==> src/rtl/ssd_capture_if.sv <==
// Bus between a multiplexed seven-segment display driver and the capture block.
// The driver side (master) owns the active-low segment and anode lines; the
// capture side (slave) owns the decoded digits, status bits and event pulses.
// Segment/anode lines are level signals with no handshake: the capture block
// treats them as asynchronous and only samples them once they have held still.
interface ssd_capture_if;
    logic       a, b, c, d, e, f, g;
    logic [3:0] an;
    logic [3:0] digit0, digit1, digit2, digit3;
    logic [3:0] valid;
    logic [3:0] blank;
    logic       frame_done;
    logic       seg_err;
    logic       an_err;

    modport master (
        output a, b, c, d, e, f, g, an,
        input  digit0, digit1, digit2, digit3, valid, blank,
        input  frame_done, seg_err, an_err
    );

    modport slave (
        input  a, b, c, d, e, f, g, an,
        output digit0, digit1, digit2, digit3, valid, blank,
        output frame_done, seg_err, an_err
    );
endinterface

==> src/rtl/ssd_capture.sv <==
// Snoops a multiplexed 4-digit seven-segment display bus and recovers the hex
// value shown at each position. The bus is synchronized, debounced by a
// stability counter, and sampled once per stable period.
module ssd_capture #(
    parameter int unsigned STABLE_CYCLES = 16,
    parameter int unsigned TIMEOUT       = 262144
) (
    input logic         clk,
    input logic         rst,
    ssd_capture_if.slave bus
);
    localparam int unsigned SW        = $clog2(TIMEOUT + 1);
    localparam logic [15:0] STROBE_AT = 16'(STABLE_CYCLES - 1);
    localparam logic [SW-1:0] STALE_AT = SW'(TIMEOUT - 1);

    logic [10:0]   raw, sync1, sync2;
    logic [15:0]   stab_cnt;
    logic          strobe;
    logic [6:0]    seg_pat;
    logic [3:0]    an_low;
    logic          one_low, multi_low, is_blank;
    logic          dec_hit;
    logic [3:0]    dec_val;
    logic [3:0]    hit;
    logic [3:0]    seen;
    logic [3:0]    digit [4];
    logic [SW-1:0] stale [4];

    assign raw = {bus.a, bus.b, bus.c, bus.d, bus.e, bus.f, bus.g, bus.an};

    // Two-flop synchronizer; resets to the idle (all-off) bus pattern.
    always_ff @(posedge clk or posedge rst) begin
        if (rst) begin
            sync1 <= '1;
            sync2 <= '1;
        end else begin
            sync1 <= raw;
            sync2 <= sync1;
        end
    end

    // Stability counter: the value held in a cycle is the number of cycles the
    // synchronized bus has been unchanged. Comparing sync1 against sync2 sees
    // the change one edge early, so the count is already 0 in the first cycle
    // the new value sits in sync2.
    always_ff @(posedge clk or posedge rst) begin
        if (rst) begin
            stab_cnt <= '0;
        end else if (sync1 != sync2) begin
            stab_cnt <= '0;
        end else if (stab_cnt != 16'hFFFF) begin
            stab_cnt <= stab_cnt + 16'd1;
        end
    end

    // Saturation keeps the counter from ever returning to STROBE_AT, so one
    // strobe per stable period.
    assign strobe    = (stab_cnt == STROBE_AT);
    assign seg_pat   = sync2[10:4];
    assign an_low    = ~sync2[3:0];
    assign one_low   = (an_low != 4'd0) && ((an_low & (an_low - 4'd1)) == 4'd0);
    assign multi_low = (an_low != 4'd0) && !one_low;
    assign is_blank  = (seg_pat == 7'b1111111);
    assign hit       = (strobe && one_low) ? an_low : 4'd0;

    // Active-low segment pattern {a..g} to hex value.
    always_comb begin
        dec_hit = 1'b1;
        dec_val = 4'h0;
        case (seg_pat)
            7'b0000001: dec_val = 4'h0;
            7'b1001111: dec_val = 4'h1;
            7'b0010010: dec_val = 4'h2;
            7'b0000110: dec_val = 4'h3;
            7'b1001100: dec_val = 4'h4;
            7'b0100100: dec_val = 4'h5;
            7'b0100000: dec_val = 4'h6;
            7'b0001111: dec_val = 4'h7;
            7'b0000000: dec_val = 4'h8;
            7'b0000100: dec_val = 4'h9;
            7'b0001000: dec_val = 4'hA;
            7'b1100000: dec_val = 4'hB;
            7'b0110001: dec_val = 4'hC;
            7'b1000010: dec_val = 4'hD;
            7'b0110000: dec_val = 4'hE;
            7'b0111000: dec_val = 4'hF;
            default:    dec_hit = 1'b0;
        endcase
    end

    // Per-position staleness counters, cleared whenever that position is sampled.
    always_ff @(posedge clk or posedge rst) begin
        if (rst) begin
            for (int k = 0; k < 4; k++) stale[k] <= '0;
        end else begin
            for (int k = 0; k < 4; k++) begin
                if (hit[k]) begin
                    stale[k] <= '0;
                end else if (stale[k] != {SW{1'b1}}) begin
                    stale[k] <= stale[k] + SW'(1);
                end
            end
        end
    end

    // Position state, frame tracking and error pulses. A sample at a position
    // overrides a timeout reached in the same cycle.
    always_ff @(posedge clk or posedge rst) begin
        if (rst) begin
            for (int k = 0; k < 4; k++) digit[k] <= '0;
            bus.valid      <= '0;
            bus.blank      <= '0;
            seen           <= '0;
            bus.frame_done <= 1'b0;
            bus.seg_err    <= 1'b0;
            bus.an_err     <= 1'b0;
        end else begin
            bus.frame_done <= (seen == 4'hF);
            seen           <= ((seen == 4'hF) ? 4'h0 : seen) | hit;
            bus.seg_err    <= (hit != 4'd0) && !is_blank && !dec_hit;
            bus.an_err     <= strobe && multi_low;
            for (int k = 0; k < 4; k++) begin
                if (hit[k]) begin
                    if (is_blank) begin
                        bus.blank[k] <= 1'b1;
                        bus.valid[k] <= 1'b0;
                    end else if (dec_hit) begin
                        digit[k]     <= dec_val;
                        bus.valid[k] <= 1'b1;
                        bus.blank[k] <= 1'b0;
                    end else begin
                        bus.valid[k] <= 1'b0;
                        bus.blank[k] <= 1'b0;
                    end
                end else if (stale[k] == STALE_AT) begin
                    bus.valid[k] <= 1'b0;
                end
            end
        end
    end

    assign bus.digit0 = digit[0];
    assign bus.digit1 = digit[1];
    assign bus.digit2 = digit[2];
    assign bus.digit3 = digit[3];
endmodule
==> src/flat_wrapper.sv <==
// flat-port wrapper written by rule: the top's interface ports become plain ports
module ssd_capture_flat 
#(
    parameter int unsigned STABLE_CYCLES = 16,
    parameter int unsigned TIMEOUT       = 262144
)
  (clk, rst, bus_a, bus_b, bus_c, bus_d, bus_e, bus_f, bus_g, bus_an, bus_digit0, bus_digit1, bus_digit2, bus_digit3, bus_valid, bus_blank, bus_frame_done, bus_seg_err, bus_an_err);
  ssd_capture_if bus_i ();
  input logic clk;
  input logic rst;
  input wire logic [$bits(bus_i.a)-1:0] bus_a;
  input wire logic [$bits(bus_i.b)-1:0] bus_b;
  input wire logic [$bits(bus_i.c)-1:0] bus_c;
  input wire logic [$bits(bus_i.d)-1:0] bus_d;
  input wire logic [$bits(bus_i.e)-1:0] bus_e;
  input wire logic [$bits(bus_i.f)-1:0] bus_f;
  input wire logic [$bits(bus_i.g)-1:0] bus_g;
  input wire logic [$bits(bus_i.an)-1:0] bus_an;
  output wire logic [$bits(bus_i.digit0)-1:0] bus_digit0;
  output wire logic [$bits(bus_i.digit1)-1:0] bus_digit1;
  output wire logic [$bits(bus_i.digit2)-1:0] bus_digit2;
  output wire logic [$bits(bus_i.digit3)-1:0] bus_digit3;
  output wire logic [$bits(bus_i.valid)-1:0] bus_valid;
  output wire logic [$bits(bus_i.blank)-1:0] bus_blank;
  output wire logic [$bits(bus_i.frame_done)-1:0] bus_frame_done;
  output wire logic [$bits(bus_i.seg_err)-1:0] bus_seg_err;
  output wire logic [$bits(bus_i.an_err)-1:0] bus_an_err;
  assign bus_i.a = bus_a;
  assign bus_i.b = bus_b;
  assign bus_i.c = bus_c;
  assign bus_i.d = bus_d;
  assign bus_i.e = bus_e;
  assign bus_i.f = bus_f;
  assign bus_i.g = bus_g;
  assign bus_i.an = bus_an;
  assign bus_digit0 = bus_i.digit0;
  assign bus_digit1 = bus_i.digit1;
  assign bus_digit2 = bus_i.digit2;
  assign bus_digit3 = bus_i.digit3;
  assign bus_valid = bus_i.valid;
  assign bus_blank = bus_i.blank;
  assign bus_frame_done = bus_i.frame_done;
  assign bus_seg_err = bus_i.seg_err;
  assign bus_an_err = bus_i.an_err;
  ssd_capture #(.STABLE_CYCLES(STABLE_CYCLES), .TIMEOUT(TIMEOUT)) u_core (.clk(clk), .rst(rst), .bus(bus_i));
endmodule
==> config.mk <==
export PLATFORM = sky130hd
export DESIGN_NAME = ssd_capture_flat
export DESIGN_NICKNAME = d
export VERILOG_FILES = /design/src/rtl/ssd_capture_if.sv /design/src/rtl/ssd_capture.sv /design/src/flat_wrapper.sv
export SDC_FILE = /design/constraint.sdc
export NUM_CORES = 1
export LEC_CHECK = 0
export BUFFER_PORTS_ARGS = -buffer_cell sky130_fd_sc_hd__buf_2
export CORE_MARGIN = 2
export CORE_UTILIZATION = 50
export DETAILED_ROUTE_END_ITERATION = 16
export PLACE_DENSITY_LB_ADDON = 0.25
export SYNTH_ARGS = -nofsm -noshare
export SYNTH_HDL_FRONTEND = slang
export SYNTH_SLANG_ARGS = --single-unit
==> constraint.sdc <==
create_clock -name clk -period 4.15 [get_ports clk]
set_input_delay 0.2075 -clock clk [delete_from_list [all_inputs] [get_ports clk]]
set_output_delay 0.2075 -clock clk [all_outputs]
set_load 0.1 [all_outputs]
* Word level (Yosys, flattened, before mapping)
Index checks and enable logic that the tools add are counted.
Storage, ports and cells: bits in registers 145, bits of input ports 13, output and inout port bits 27, word-level logic and storage cells 113
Cells by class: add/subtract/negate cells 6, equality and inequality tests 28, muxes and demuxes 25, bitwise logic cells 4, reduce and logical (&&, ||, !) cells 27
Operators with widths (count):
- $mux 19 | 8
- $add 19x1->19 const B | 4
- $eq 19x18->1 const B | 4
- $ne 19x19->1 const B | 4
- $pmux 4 s15 | 1
- $eq 7x6->1 const B | 5
- $eq 7x7->1 const B | 5
- $mux 16 | 2
- $reduce_bool 2->1 | 9
- $add 16x1->16 const B | 1
- $eq 16x4->1 const B | 1
- $ne 16x16->1 const B | 1
- $reduce_or 16->1 | 1
- $eq 7x3->1 const B | 2
- $eq 7x4->1 const B | 2
- $mux 1 | 12
- $reduce_and 3->1 | 4
- $ne 11x11->1 | 1
- $mux 4 | 2
- $reduce_bool 4->1 | 2
- $eq 7x1->1 const B | 1
- $eq 7x5->1 const B | 1
- $logic_not 7->1 | 1
- $logic_and 1x1->1 | 6
- other kinds (8) | 10

* Depth between registers and ports, before layout
depth after elaboration 10, depth in mapped cells 8, mapped depth without buffers 6

* Least setup slack after synthesis
OpenSTA, ideal clock, no wires.
path kind reg2reg, start point register u_core.sync2[4], end point register u_core.digit, in the netlist u_core.bus.digit1[0], library setup time 0.125 ns, arrival 1.809 ns, data required time 4.025 ns, setup slack 2.216 ns, stages on the path, launching flop included 7, path buffers 1, clock period less this slack 1.934 ns, path through dfstp_2 > buf_1 > nor3_1 > o21ai_1 > o221a_1 > a21o_1 > mux2_4
On the way: word-level cells in the longest chain between the ends 4, elaborated cells on any way between the ends 22, those cells by class eq/ne: 16; mux: 2; bitwise: 1; reduce/logical: 3
Ends and longest elaborated chain:
- start, declared | line ssd_capture.sv:16 | logic [10:0] raw, sync1, sync2;
- start signal, assigned | line ssd_capture.sv:38 | sync2 <= sync1;
- $eq 7x1->1, or another cell as far along | line ssd_capture.sv:70 | case (seg_pat)
- $reduce_or 16->1 (no source line)
- $mux 1 | line ssd_capture.sv:70
- $reduce_and 3->1 (no source line)
- end signal, assigned by index | line ssd_capture.sv:128 | digit[k] <= dec_val;
- end, declared | line ssd_capture.sv:26 | logic [3:0] digit [4];
Several ways; a longest one is shown, not always the timed one. A chain may end at the register's enable or synchronous reset.

* Worst setup path in the final report
start point register u_core.stab_cnt[0], end point register u_core.digit, in the netlist u_core.bus.digit0[0]
On the way: word-level cells in the longest chain between the ends 4
Ends and longest elaborated chain:
- start, declared | line ssd_capture.sv:17 | logic [15:0] stab_cnt;
- start signal, assigned | line ssd_capture.sv:52 | stab_cnt <= stab_cnt + 16'd1;
- $eq 16x4->1 | line ssd_capture.sv:58 | assign strobe = (stab_cnt == STROBE_AT);
- $logic_and 1x1->1 | line ssd_capture.sv:64 | assign hit = (strobe && one_low) ? an_low : 4'd0;
- $mux 4 | line ssd_capture.sv:64
- $reduce_and 3->1 (no source line)
Every way passes these cells.

==> flow_metrics.tcl <==
set metrics [dict create \
    crit_family "simple AND/OR/NAND/NOR gates" \
    setup_total_negative_slack_ns 0 \
    grt_first_pass_wirelength_mm 26.43 \
    ys.flop_type "dfrtp_1" \
    final.min_clock_period_ns 2.636 \
    hold_path.class "in -> async" \
    timing_hold_violations_final 0 \
    drv_cap 0 \
    r2r_cells 6 \
    track_usage_pct 20.78 \
    rows 44 \
    ys_warn_count 0 \
    synth.top_cells.by_area "dfrtp_1 42%, dfstp_2 7.9%, xnor2_1 5.5%, nor2_1 4.3%, xor2_1 4.0%" \
    drive_gt1_share_pct 14.83 \
    cts-root-buf "clkbuf_16" \
    drt_pass1_iterations 5 \
    drt-total-wl_mm 15.41 \
    timing.rr.end "u_core.bus.digit0[0]" \
    wl_per_cell_um 15.95 \
    async_flop_share_pct 100.0 \
    dp_hpwl_mm 10.50 \
    pwr-share-seq_pct 47.5 \
    rsz0062_at_grt "no" \
    netlist_area_um2 7273 \
    htreeDepth 4 \
    hold_ws_ns 0.01430 \
    ys_seq_area_share_pct 50.27 \
    synth-seq-cells 145 \
    worst_path_max_delay_cell "nor3_2" \
    overflow 0 \
    place_ws_ns 1.534 \
    via_count 5578 \
    diodes 0 \
    yosys.area.top_type_share_pct 42.32 \
    antenna_found_initial 0 \
    slowest_delay_ns 0.75 \
    areaGrowthSynthToFinish_pct 13.97 \
    ctsHoldBuffers 11 \
    cp-end-kind "register" \
    powerDensity_nw_per_um2 370.5 \
    period_share_pct 63.53 \
    maxSlewViolCount 0 \
    synth_edf_count 0 \
    gp_congestion 0.8074 \
    nNetsFinal 788 \
    core-area_um2 14370 \
    cts-resized-gates 0 \
    timing.fmax_mhz 379.3 \
    power_switching_w 0.0006383 \
    cts_sinks 145 \
    die_x_um 124.6 \
    cts_setup_buffers 0 \
    cp-start-kind "register" \
    drt_iter0_markers 516 \
    worstPathRequired_ns 4.47 \
    synthesis.nets 746 \
    die_y_um 124.6 \
    cts_tree "done" \
    layout_setup_ws_ns 1.514 \
    antenna_left 0 \
    cts_buffers 17 \
    syn-instance-count 728 \
    r2r_slack_ns 1.51 \
    clock_latency_ns 0.43 \
    p_int_w 0.002433 \
    finClkSkew_ns 0.01019 \
    grt_start_max_net_pins 116 \
    crit_path_max_fanout 12 \
    tightest_slew_ns 1.083 \
    ir_worst_vdd_mv 0.3020 \
    total_power_w 0.003071 \
    leakage_nw 3.548 \
    cts.path.max_buffers 2 \
    numPortBuffers 39 \
    clkPwrFrac_pct 50.0 \
    finalSetupViolCount 0 \
    clk_pin_slew_ns 0.06 \
    synth.avg_cell_area_um2 9.991 \
    start_util_pct 50.62 \
    crit_chain "ha_1, and3_1, nand4_1, nor3_2, o21ai_1, a32o_1" \
    ys_types 60 \
    synth_top_cell_by_area "dfrtp_1" \
    crit_type "reg -> reg" \
    grt_pass1_vias 5496 \
    dieArea_um2 15530 \
    routed_via_density 5.774 \
    rr_startpoint "u_core.stab_cnt[0]" \
    swShare_pct 20.78 \
    ios 40 \
    outcome "finished clean" \
    cp.buffers_inverters 0 \
    drc 0 \
    power_frac_comb_pct 2.5 \
    cp.arrival_ns 2.95 \
    slew_headroom_pct 27.21 \
]
[cell families (layout without fill, tap and decap cells)]
logic type               count (synthesis)  count (layout)  synth area share (%)
AO/OA/AOI/OAI                          123             123                 11.01
adder cells (fa/ha/maj)                  5               5                0.8601
XOR/XNOR                                79              79                 9.513
flip-flops                             145             145                 50.27
AND/OR/NAND/NOR                        325             325                 24.60
buffers and inverters                   45              99                 2.787
multiplexers                             6               6                0.9634
[worst register-to-register path, delay by kind of cell (launching register included)]
| family | cells | cell delay, ns |
|---|---|---|
| AOI/OAI and AO/OA | 2 | 0.57 |
| DFF | 1 | 0.37 |
| and+or+nand+nor | 3 | 1.25 |
| adders and majority gates | 1 | 0.34 |
[flip-flops by register name, indices dropped and copies added, names as in the netlist]
register and flops:
u_core.bus.digit3 4, u_core.stale 76, u_core.bus.an_err 1, u_core.bus.digit2 4
u_core.bus.blank 4, u_core.bus.seg_err 1, u_core.bus.frame_done 1, u_core.bus.digit1 4
u_core.bus.digit0 4, u_core.sync1 11, u_core.bus.valid 4, u_core.sync2 11
u_core.stab_cnt 16, u_core.seen 4
[synthesized netlist by cell type, drive strengths merged, types with 3 or more instances]
cell / instances
a211oi: 14
o21ai: 32
a32o: 5
and4: 16
nand3: 46
clkbuf: 15
or4: 3
nor4: 14
nor3: 15
nand4b: 5
buf: 16
xnor2: 46
nor3b: 4
mux2i: 4
o211ai: 9
inv: 14
nand4: 27
nand2: 62
and4b: 3
and3: 18
a2111oi: 3
a22oi: 3
nor4b: 6
dfstp: 22
a21oi: 33
a22o: 4
nor2: 86
ha: 5
dfrtp: 123
a31oi: 9
or3: 5
xor2: 33
and2: 6
[how the worst max path moves through the flow]
stage	end	slack [ns]	depth (start not counted)	from
after floorplan	u_core.bus.an_err	0.08	1	rst
after global placement	u_core.bus.digit0[1]	1.65	6	u_core.stab_cnt[0]
after global routing	u_core.bus.digit0[0]	1.26	6	u_core.stab_cnt[0]
after CTS	u_core.bus.digit0[0]	1.51	6	u_core.stab_cnt[0]
after detailed placement	u_core.bus.digit0[0]	1.53	6	u_core.stab_cnt[0]
final	u_core.bus.digit0[0]	1.51	6	u_core.stab_cnt[0]
[per-stage QoR]
| stage | area (um^2) | cells | util [%] |
|---|---|---|---|
| final | 8289 | 966 | 57.69 |
| after global routing | 8289 | 966 | 57.69 |
| after CTS | 8289 | 966 | 57.69 |
| after detailed placement | 7584 | 924 | 52.78 |
| after global placement | 7584 | 924 | 52.78 |
| after floorplan | 7273 | 728 | - |
[final cells by class]
type,instances,area [um^2]
clock buffer,21,460.4
clock inverter,10,135.1
fill,1184,6080
inverter,14,57.56
multi-input combinational,538,3415
sequential,145,3656
tap,184,230.2
timing repair buffer,54,335.3
[cells in the final DEF, fill, tap and decap left out, types with 11 or more instances in the layout]
cell and count:
inv_1 13, xnor2_1 46, nand4_1 26, nand2_1 62, and4_1 16, dlygate4sd3_1 11
clkbuf_16 17, xor2_1 33, buf_2 39, nand3_1 46, dfstp_2 22, a21oi_1 33
nor2_1 84, and3_1 18, o21ai_0 24, dfrtp_1 123, a211oi_1 14, nor3_1 14
[power groups by stage]
| stage | Combinational, W | Sequential (W) | Clock (W) |
|---|---|---|---|
| floorplan | 0.0000650 | 0.00147 | 0 |
| global placement | 0.0000684 | 0.00148 | 0 |
| detailed placement | 0.0000703 | 0.00148 | 0 |
| CTS | 0.0000784 | 0.00146 | 0.00157 |
| global route | 0.0000875 | 0.00146 | 0.00163 |
| finish | 0.0000758 | 0.00146 | 0.00154 |
[per-layer routing]
metal | routed length (um) | up-vias | track usage (%)
met5 | 0 | - | 0
met4 | 209 | 0 | 7.006
met3 | 536 | 21 | 4.811
met2 | 7443 | 112 | 33.53
met1 | 7216 | 2731 | 27.82
li1 | - | 2714 | -
(Power assumes the default switching activity.)
